===== src/rtl/reorder_buffer.sv =====
`timescale 1ns/1ps
`default_nettype none
// ============================================================================
// reorder_buffer: 8-entry circular ROB; CDB capture, tag query, in-order commit
// Revision: 1.0
// ============================================================================
module reorder_buffer #(
  parameter int DEPTH = 8
) (
  input  logic        clk,
  input  logic        rst,
  input  logic        alloc_req,
  input  logic        alloc_regwrite,
  input  logic [2:0]  alloc_dest,
  output logic [2:0]  alloc_tag,
  output logic        alloc_ack,
  output logic        full,
  output logic        empty,
  input  logic [19:0] cdb_in,
  input  logic [2:0]  query_tag,
  output logic        query_ready,
  output logic [15:0] query_data,
  output logic        commit_valid,
  output logic [2:0]  commit_tag,
  output logic        commit_regwrite,
  output logic [2:0]  commit_dest,
  output logic [15:0] commit_data,
  input  logic        flush
);

  localparam int AW = $clog2(DEPTH);

  // CDB layout: {valid, data[15:0], tag[2:0]}
  logic        cdb_valid;
  logic [15:0] cdb_data;
  logic [2:0]  cdb_tag;

  assign cdb_valid = cdb_in[19];
  assign cdb_data  = cdb_in[18:3];
  assign cdb_tag   = cdb_in[2:0];

  logic [AW-1:0]    head_q, head_d, tail_q, tail_d;
  logic [AW:0]      count_q, count_d;
  logic [DEPTH-1:0] busy_q, busy_d, ready_q, ready_d, regwrite_q, regwrite_d;
  logic [2:0]       dest_q [DEPTH];
  logic [2:0]       dest_d [DEPTH];
  logic [15:0]      data_q [DEPTH];
  logic [15:0]      data_d [DEPTH];

  assign full      = (count_q == (AW+1)'(DEPTH));
  assign empty     = (count_q == '0);
  assign alloc_tag = tail_q;
  assign alloc_ack = alloc_req & ~full & ~flush;

  assign commit_valid    = busy_q[head_q] & ready_q[head_q];
  assign commit_tag      = commit_valid ? head_q : '0;
  assign commit_regwrite = commit_valid & regwrite_q[head_q];
  assign commit_dest     = commit_valid ? dest_q[head_q] : '0;
  assign commit_data     = commit_valid ? data_q[head_q] : '0;

  always_comb begin
    query_ready = ready_q[query_tag];
    query_data  = data_q[query_tag];
    if (cdb_valid && (cdb_tag == query_tag)) begin
      query_ready = 1'b1;
      query_data  = cdb_data;
    end
  end

  always_comb begin
    head_d     = head_q;
    tail_d     = tail_q;
    count_d    = count_q;
    busy_d     = busy_q;
    ready_d    = ready_q;
    regwrite_d = regwrite_q;
    dest_d     = dest_q;
    data_d     = data_q;
    if (flush) begin
      head_d  = '0;
      tail_d  = '0;
      count_d = '0;
      busy_d  = '0;
      ready_d = '0;
    end else begin
      if (alloc_ack) begin
        busy_d[tail_q]     = 1'b1;
        ready_d[tail_q]    = 1'b0;
        regwrite_d[tail_q] = alloc_regwrite;
        dest_d[tail_q]     = alloc_dest;
        tail_d             = tail_q + 1'b1;
      end
      // Broadcasts to entries that are not in flight are stale and dropped.
      if (cdb_valid && busy_q[cdb_tag]) begin
        ready_d[cdb_tag] = 1'b1;
        data_d[cdb_tag]  = cdb_data;
      end
      if (commit_valid) begin
        busy_d[head_q]  = 1'b0;
        ready_d[head_q] = 1'b0;
        head_d          = head_q + 1'b1;
      end
      count_d = count_q + (AW+1)'(alloc_ack) - (AW+1)'(commit_valid);
    end
  end

  always_ff @(posedge clk or posedge rst) begin
    if (rst) begin
      head_q     <= '0;
      tail_q     <= '0;
      count_q    <= '0;
      busy_q     <= '0;
      ready_q    <= '0;
      regwrite_q <= '0;
      for (int i = 0; i < DEPTH; i++) begin
        dest_q[i] <= '0;
        data_q[i] <= '0;
      end
    end else begin
      head_q     <= head_d;
      tail_q     <= tail_d;
      count_q    <= count_d;
      busy_q     <= busy_d;
      ready_q    <= ready_d;
      regwrite_q <= regwrite_d;
      dest_q     <= dest_d;
      data_q     <= data_d;
    end
  end

endmodule
`default_nettype wire


===== config.mk =====
export PLATFORM = sky130hd
export DESIGN_NAME = reorder_buffer
export DESIGN_NICKNAME = d
export VERILOG_FILES = /design/src/rtl/reorder_buffer.sv
export SDC_FILE = /design/constraint.sdc
export NUM_CORES = 1
export LEC_CHECK = 0
export ABC_AREA = 1
export CORE_MARGIN = 2
export CORE_UTILIZATION = 50
export DETAILED_ROUTE_END_ITERATION = 8
export PLACE_DENSITY = 0.7
export SETUP_SLACK_MARGIN = 0.15
export SLEW_MARGIN = 0
export SYNTH_ARGS = -nofsm -noshare
export SYNTH_HDL_FRONTEND = slang
export SYNTH_SLANG_ARGS = --single-unit

===== constraint.sdc =====
create_clock -name clk -period 7.25 [get_ports clk]
set_input_delay 1.45 -clock clk [delete_from_list [all_inputs] [get_ports clk]]
set_output_delay 1.45 -clock clk [all_outputs]
set_load 0.1 [all_outputs]

=== Yosys cells after proc, flatten, opt, wreduce, memory -nomap -nowiden ===
Cells that the tools add are included.

* Register bits: 186
* Input port bits: 31
* Output and inout port bits: 47
* Logic and storage cells: 122

* $add $sub $neg: 4
* Order comparisons: 13
* Eq/ne operators: 2
* Multiplexer cells: 52
* Bitwise gates (word level): 17
* Reduce and logical (&&, ||, !) cells: 12

{| class="wikitable"
|+ Operator list
! kind !! count
|-
| 128-bit bitwise mux || 1
|-
| 16-bit two-way mux || 7
|-
| 16-bit binary-select mux with 3-bit select || 2
|-
| 8-bit two-way mux || 10
|-
| 16-bit demux with 3-bit select || 1
|-
| 3-bit two-way mux || 9
|-
| 8-bit bitwise AND || 3
|-
| 24-bit bitwise mux || 1
|-
| 4-bit greater-or-equal comparator (second input constant) || 4
|-
| 3-bit by 4-bit less-than comparator with 1-bit output (second input constant) || 4
|-
| 3-bit NOT with 4-bit output || 4
|-
| 8-bit NOT || 2
|-
| 8-bit bitwise OR || 2
|-
| 1-bit binary-select mux with 3-bit select || 5
|-
| 3-bit binary-select mux with 3-bit select || 1
|-
| 1-bit demux with 3-bit select || 3
|-
| 3-bit demux with 3-bit select || 1
|-
| 3-bit by 1-bit greater-or-equal comparator with 1-bit output (second input constant) || 3
|-
| 1-bit two-way mux || 9
|-
| 8-bit bitwise mux || 1
|-
| 4-bit by 1-bit less-than comparator with 1-bit output (second input constant) || 2
|-
| 1-bit logical AND || 7
|-
| 3-bit by 1-bit adder with 3-bit output (second input constant) || 2
|-
| 4-bit by 1-bit adder with 4-bit output || 1
|-
| 9 further kinds || 15
|}

=== Depth between registers and ports, before layout ===
Gate-level depths: netlist of the first run.

* Depth in word-level cells: 14
* Gate-level depth with buffers: 15
* Depth with buffers taken out: 13

=== Worst setup path before layout of the first run ===
Ideal clock, no wire load.

* Kind: reg2out
* Start point: register head_q[0]
* End point: output commit_data[15]
* Arrival time: 3.311 ns
* Required time: 5.800 ns
* Slack: 2.489 ns
* Cell stages (with the launch flop): 8
* Buffers on the path: 4
* Path through: dfrtp_1 > buf_2 > buf_2 > buf_2 > clkbuf_1 > o211ai_1 > nand2_1 > nor3_1

* Longest elaborated chain between the ends: 5
* Elaborated cells on any way between the ends: 10

{| class="wikitable"
|+ Ends and longest elaborated chain
! item !! RTL line !! source
|-
| start: declaration || 42 || <nowiki>logic [AW-1:0] head_q, head_d, tail_q, tail_d;</nowiki>
|-
| start signal: assignment || 109 || <nowiki>head_q <= '0;</nowiki>
|-
| start signal: assignment || 120 || <nowiki>head_q <= head_d;</nowiki>
|-
| 3-bit NOT with 4-bit output (not written as such) || 59 || <nowiki>assign commit_data = commit_valid ? data_q[head_q] : '0;</nowiki>
|-
| 16-bit binary-select mux with 3-bit select || 59 ||
|-
| 16-bit two-way mux (not written as such) (2 in a row) || 59 ||
|-
| 16-bit two-way mux (*) || 59 ||
|-
| end: declaration || 27 || <nowiki>output logic [15:0] commit_data,</nowiki>
|}

Mark *: on every way between the ends. The rest lies on a longest branch, timed or not. The select of a mux whose other input is x is not followed.

=== Worst setup path in the final report of the first run ===
* Start point: input query_tag[1]
* End point: output query_ready

* Longest elaborated chain between the ends: 3
* Elaborated cells on any way between the ends: 5

{| class="wikitable"
|+ Ends and longest elaborated chain
! item !! RTL line !! source
|-
| start: declaration || 20 || <nowiki>input logic [2:0] query_tag,</nowiki>
|-
| 1-bit binary-select mux with 3-bit select / 3-bit == test (equally long branches) || 62, 64 ||
|-
| 1-bit two-way mux (not written as such) / 1-bit logical AND (equally long branches) || 62, 64 ||
|-
| 1-bit two-way mux (*) || 64 || <nowiki>if (cdb_valid && (cdb_tag == query_tag)) begin</nowiki>
|-
| end: declaration || 21 || <nowiki>output logic query_ready,</nowiki>
|}

Marked as above.

==> results.json, run 1 <==
{
  "fmax_mhz": 173,
  "hp-class": "reg2reg",
  "hold_violations": 0,
  "synthDominantAreaCellType": "dfrtp_1",
  "route.detailed.wl_per_inst_um": 18.8,
  "synth_top_family_by_area": "simple AND/OR/NAND/NOR gates",
  "synthFlopType": "dfrtp_1",
  "synth_common_cells": "nand2_1 (582), dfrtp_1 (186), o21ai_0 (139), a21oi_1 (103), nand3_1 (103)",
  "synthAdderAreaFrac": 0.0111,
  "crit_path_end": "query_ready",
  "cp.required_ns": 5.80,
  "min_period_ns": 5.79,
  "fp.coreArea_um2": 21100,
  "cp-startpoint": "query_tag[1]",
  "final_area_um2": 12300,
  "synth-edff-count": 0,
  "post_drt_via_cell_ratio": 5.75,
  "grt_pass1_vias": 9614,
  "grt_use_total": 0.305,
  "rsz0062_at_grt": "no",
  "worstSetupEndpointType": "output pin",
  "overflow": 0,
  "post-cts-setup-buffers": 0,
  "design.die.area_um2": 22700,
  "async_flop_share": 1.00,
  "cts_sinks": 186,
  "drc": 0,
  "synthXorXnorAreaFrac": 0.00244,
  "finalSetupViolCount": 0,
  "grt_max_degree": 121,
  "netlist_area_um2": 10800,
  "synthToLayoutAreaGrowth_pct": 13.7,
  "r2r_setup_slack_ns": 3.84,
  "start_util": 0.511,
  "antenna_cells": 0,
  "slew_violations": 0,
  "cts_buffers": 17,
  "cp-start-kind": "input pin",
  "nets": 1529,
  "tightest_slew_ns": 1.01,
  "powerDensity_nw_per_um2": 231,
  "yosysMostFrequentCell": "nand2_1",
  "p_leak_nw": 5.88,
  "fp-row-count": 53,
  "arrival_ns": 4.34,
  "die_y_um": 151,
  "antenna_found_initial": 0,
  "cp_max_fo": 36,
  "yosysWarnings": 0,
  "synth_compound_area_frac": 0.145,
  "wirelength_mm": 33.4,
  "ir_worst_vdd_v": 0.000161,
  "clk_pin_slew_ns": 0.07,
  "synth.area.mux_share": 0,
  "ctsLongestPathBuffers": 2,
  "timing.rr.end": "count_q[2]",
  "vias": 10215,
  "cts_resized": 0,
  "syn_avg_cell_area_um2": 7.30,
  "drt_first_pass_iters": 5,
  "ant_nets": 0,
  "skew_ns": 0.0108,
  "syn_inst": 1476,
  "gp_congestion": 0.938,
  "seq_area_frac_synth": 0.432,
  "cts_tree": "yes",
  "synth_nets": 1516,
  "cap_violations": 0,
  "drt_iter0_drc": 1118,
  "reg2regPathDepth": 12,
  "ioPinCount": 78,
  "place_area_um2": 11600,
  "synth_top_area_share": 0.432,
  "slew_headroom": 0.327,
  "fin_crit_sh": 0.799,
  "cts_hold_buf": 0,
  "tns_ns": 0,
  "hold_depth": 2,
  "synth-seq-cells": 186,
  "grt_pass1_wl_mm": 52.8,
  "ys_top_cells_by_area": "dfrtp_1 (43%), nand2_1 (20%), o21ai_0 (6.5%)",
  "outcome": "finished clean",
  "cts.htree.levels": 4,
  "drive_gt1_frac": 0.0945,
  "path_class": "in2out",
  "die_w_um": 151,
  "cts-root-buf": "clkbuf_16",
  "dpl.hpwl_mm": 20.1,
  "synthSimpleGateAreaFrac": 0.325,
  "insertion_delay_ns": 0.44,
  "r2r_start": "head_q[0]",
  "port_buffers": 77,
  "ys_types": 35
}
## routing by layer
layer	up-vias	share of wire	track usage
met2	491	0.46	0.474
met5	-	0	0
li1	4822	-	-
met1	4828	0.42	0.421
met4	0	0.029	0.111
met3	74	0.092	0.0663
## placed cells by master (no fill, tap or decap), types with 3 or more instances in the layout
cell type	n
clkbuf_16	17
clkbuf_8	3
nor2_2	3
nand3_1	103
buf_12	17
nor3_2	15
nor2_4	10
a32o_1	9
nand4_2	3
o211ai_1	31
a21oi_1	103
o21ai_0	139
inv_6	4
buf_4	39
nand4_4	8
ha_1	8
dfrtp_1	185
nand4_1	5
inv_2	9
bufinv_16	4
nand2_1	582
inv_1	84
clkdlybuf4s50_1	38
nor3_1	15
nor2_1	48
## registers in the layout, summed over array words and instances, names as in the netlist
register    count
busy_q          8
ready_q         8
count_q         4
data_q        128
head_q          3
dest_q         24
alloc_tag       3
regwrite_q      8
## report_power, final
| part | switching (mW) | leakage, nW | total [mW] | internal (mW) |
|---|---|---|---|---|
| Combinational | 0.392 | 3.02 | 0.575 | 0.183 |
| Sequential | 0.0734 | 2.54 | 1.22 | 1.15 |
| Clock | 0.424 | 0.319 | 1.03 | 0.611 |
## cells by family after synthesis
| kind of cell | count (synthesis) |
|---|---|
| DFF | 186 |
| xor gates and xnor gates | 3 |
| buffers and inverters | 197 |
| AOI/OAI and AO/OA | 286 |
| adders and majority gates | 9 |
| and+or+nand+nor | 795 |
## critical path, stage by stage
cell and delay [ns]:
clkdlybuf4s50_1 0.46, buf_4 0.44, clkinv_1 0.12, buf_4 0.29, nand2_1 0.12, a21oi_2 0.07
nand2_1 0.74, nand3_1 0.34, buf_12 0.28
## cell type report
type                    count  area, um^2
clock buffers              21         470
clock inverters            11         178
fillers                  1990        8840
inverters                  97         374
multi-input cells        1093        5210
flip-flops and latches    186        4660
well taps                 275         344
repair buffers             94        1010
## stage by stage
stage	utilization	hold slack, ns	setup WS [ns]	instances	total power, mW
after CTS	0.581	0.483	1.55	1777	2.84
after floorplan	-	0.449	0.743	1476	1.64
after detailed placement	0.550	0.466	1.55	1745	1.81
final	0.581	0.481	1.46	1777	2.83
after global routing	0.581	0.495	1.38	1777	2.96
after global placement	0.550	0.462	1.53	1745	1.80
## worst min path at each step
| stage | from | endpoint | slack, ns |
|---|---|---|---|
| floorplan | data_q[16] | data_q[16] | 0.45 |
| finish | data_q[53] | data_q[53] | 0.48 |
| CTS | data_q[63] | data_q[63] | 0.48 |
| global placement | data_q[16] | data_q[16] | 0.46 |
| detailed placement | data_q[63] | data_q[63] | 0.47 |
| global route | data_q[63] | data_q[63] | 0.49 |
Power figures use the tool's default switching activity.
==> inputs of run 2 (changes only) <==
clock period = 5.8 ns   (was 7.25 ns; I/O delays follow)
==> results.json, run 2 (synthesis results as in run 1) <==
{
  "port_buffers": 77,
  "post_drt_via_cell_ratio": 5.79,
  "antenna_found_initial": 0,
  "slew_headroom": 0.260,
  "largest_reg_flops": 128,
  "use_met3": 0.0485,
  "post-cts-setup-buffers": 0,
  "min_period_ns": 4.81,
  "skew_ns": 0.0150,
  "largest_registers": "data_q x128, dest_q x24",
  "hp-class": "reg2reg",
  "ctsLongestPathBuffers": 2,
  "clk_pin_slew_ns": 0.07,
  "start_util": 0.511,
  "drive_gt1_frac": 0.0984,
  "multi_input_area_um2": 5210,
  "reg2regPathDepth": 12,
  "grt_pass1_vias": 9598,
  "insertion_delay_ns": 0.45,
  "gp_congestion": 0.922,
  "route.detailed.wl_per_inst_um": 18.9,
  "cts_hold_buf": 0,
  "arrival_ns": 3.65,
  "fmax_mhz": 208,
  "pwr-share-seq": 0.449,
  "synthToLayoutAreaGrowth_pct": 15.5,
  "grt_max_degree": 150,
  "nets": 1531,
  "power.switching_mw": 1.16,
  "fp-row-count": 53,
  "hold_depth": 2,
  "cts_buffers": 17,
  "cts_resized": 0,
  "powerDensity_nw_per_um2": 274,
  "ant_nets": 0,
  "finalPower_mw": 3.41,
  "fin_crit_sh": 0.829,
  "design.die.area_um2": 22700,
  "fp.coreArea_um2": 21100,
  "cp.required_ns": 4.64,
  "clkPwrFrac": 0.338,
  "grt_pass1_wl_mm": 52.9,
  "path_class": "reg2out",
  "finalSetupViolCount": 0,
  "internal_power_mw": 2.25,
  "overflow": 0,
  "cts_sinks": 186,
  "drt_iter0_drc": 1204,
  "wirelength_mm": 33.6,
  "rsz0062_at_grt": "no",
  "hold_violations": 0,
  "ir_worst_vdd_v": 0.000198,
  "grt_use_met2": 0.479,
  "dpl.hpwl_mm": 20.6,
  "top_register": "data_q",
  "cp_max_fo": 61,
  "cap_violations": 0,
  "tns_ns": 0,
  "p_sw_frac": 0.341,
  "cts-root-buf": "clkbuf_16",
  "ff_latch_area_um2": 4660,
  "die_y_um": 151,
  "die_w_um": 151,
  "slew_violations": 0,
  "worstSetupEndpointType": "output pin",
  "vias": 10310,
  "layout_common_cells": "nand2_1 (582), dfrtp_1 (185), o21ai_0 (139)",
  "cp-start-kind": "flip-flop",
  "ioPinCount": 78,
  "fillers": 1974,
  "cts.htree.levels": 4,
  "outcome": "finished clean",
  "top_usage_layer": "met2",
  "use_met1": 0.429,
  "tightest_slew_ns": 1.11,
  "cts_tree": "yes",
  "final_common_cell": "nand2_1",
  "drt_first_pass_iters": 7,
  "combPwrFrac": 0.213,
  "grt_use_total": 0.305,
  "drc": 0,
  "p_leak_nw": 5.91
}
run 2: cell types whose count changed in the layout (fill, tap and decap cells not counted), sizes merged, moves of 2 or more:
cell,delta
clkdlybuf4s50,-3
clkinv,+4
buf,+5
clkbuf,-3
clkinvlp,+2
bufinv,-4
run 2: critical path: stages (launching register included):
cell and delay [ns]:
dfrtp_4 0.81, clkinv_1 0.54, nand2_1 0.20, nand3_1 0.09, nand2_1 0.11, nor2_1 0.07, nor2_4 0.29, inv_2 0.37
nor3_1 0.47, buf_12 0.23
run 2: final timing paths:
kind,startpoint,endpoint,slack [ns]
setup / recovery,head_q[0],commit_data[15],0.99
hold / removal,data_q[22],data_q[22],0.48
setup reg to reg,head_q[0],count_q[1],2.42
hold reg to reg,data_q[22],data_q[22],0.48
max in group asynchronous,rst,head_q[0],3.81
min in group asynchronous,rst,data_q[4],1.26
run 2: through the flow:
| step | instances | cell area [um^2] | setup WS (ns) | util | hold slack (ns) |
|---|---|---|---|---|---|
| 2_1_floorplan | 1476 | 10800 | 1.33 | - | 0.449 |
| 5_1_grt | 1779 | 12400 | 0.754 | 0.590 | 0.506 |
| 3_5_place_dp | 1747 | 11900 | 1.27 | 0.563 | 0.466 |
| 3_3_place_gp | 1747 | 11900 | 1.32 | 0.563 | 0.463 |
| 4_1_cts | 1779 | 12400 | 1.08 | 0.590 | 0.485 |
| 6_report | 1780 | 12400 | 0.991 | 0.590 | 0.482 |
run 2: final cells by class:
cell class / count / area share
antenna: 1 / 0.000201
clock buffer: 18 / 0.0353
clock inverter: 14 / 0.0107
inverter: 97 / 0.0298
multi-input combinational: 1093 / 0.419
sequential: 186 / 0.374
tap: 275 / 0.0276
timing repair buffer: 96 / 0.103
run 2: power groups by stage:
stage / Sequential, mW / Combinational, mW / Clock (mW)
6_report: 1.53 / 0.725 / 1.15
3_3_place_gp: 1.55 / 0.710 / 0
3_5_place_dp: 1.55 / 0.724 / 0
4_1_cts: 1.53 / 0.727 / 1.16
5_1_grt: 1.55 / 0.798 / 1.21
2_1_floorplan: 1.55 / 0.507 / 0
run 2: metal layers:
layer | up-vias | share of wire
met3 | 73 | 0.085
met5 | - | 0
met4 | 0 | 0.026
li1 | 4827 | -
met2 | 492 | 0.47
met1 | 4918 | 0.42
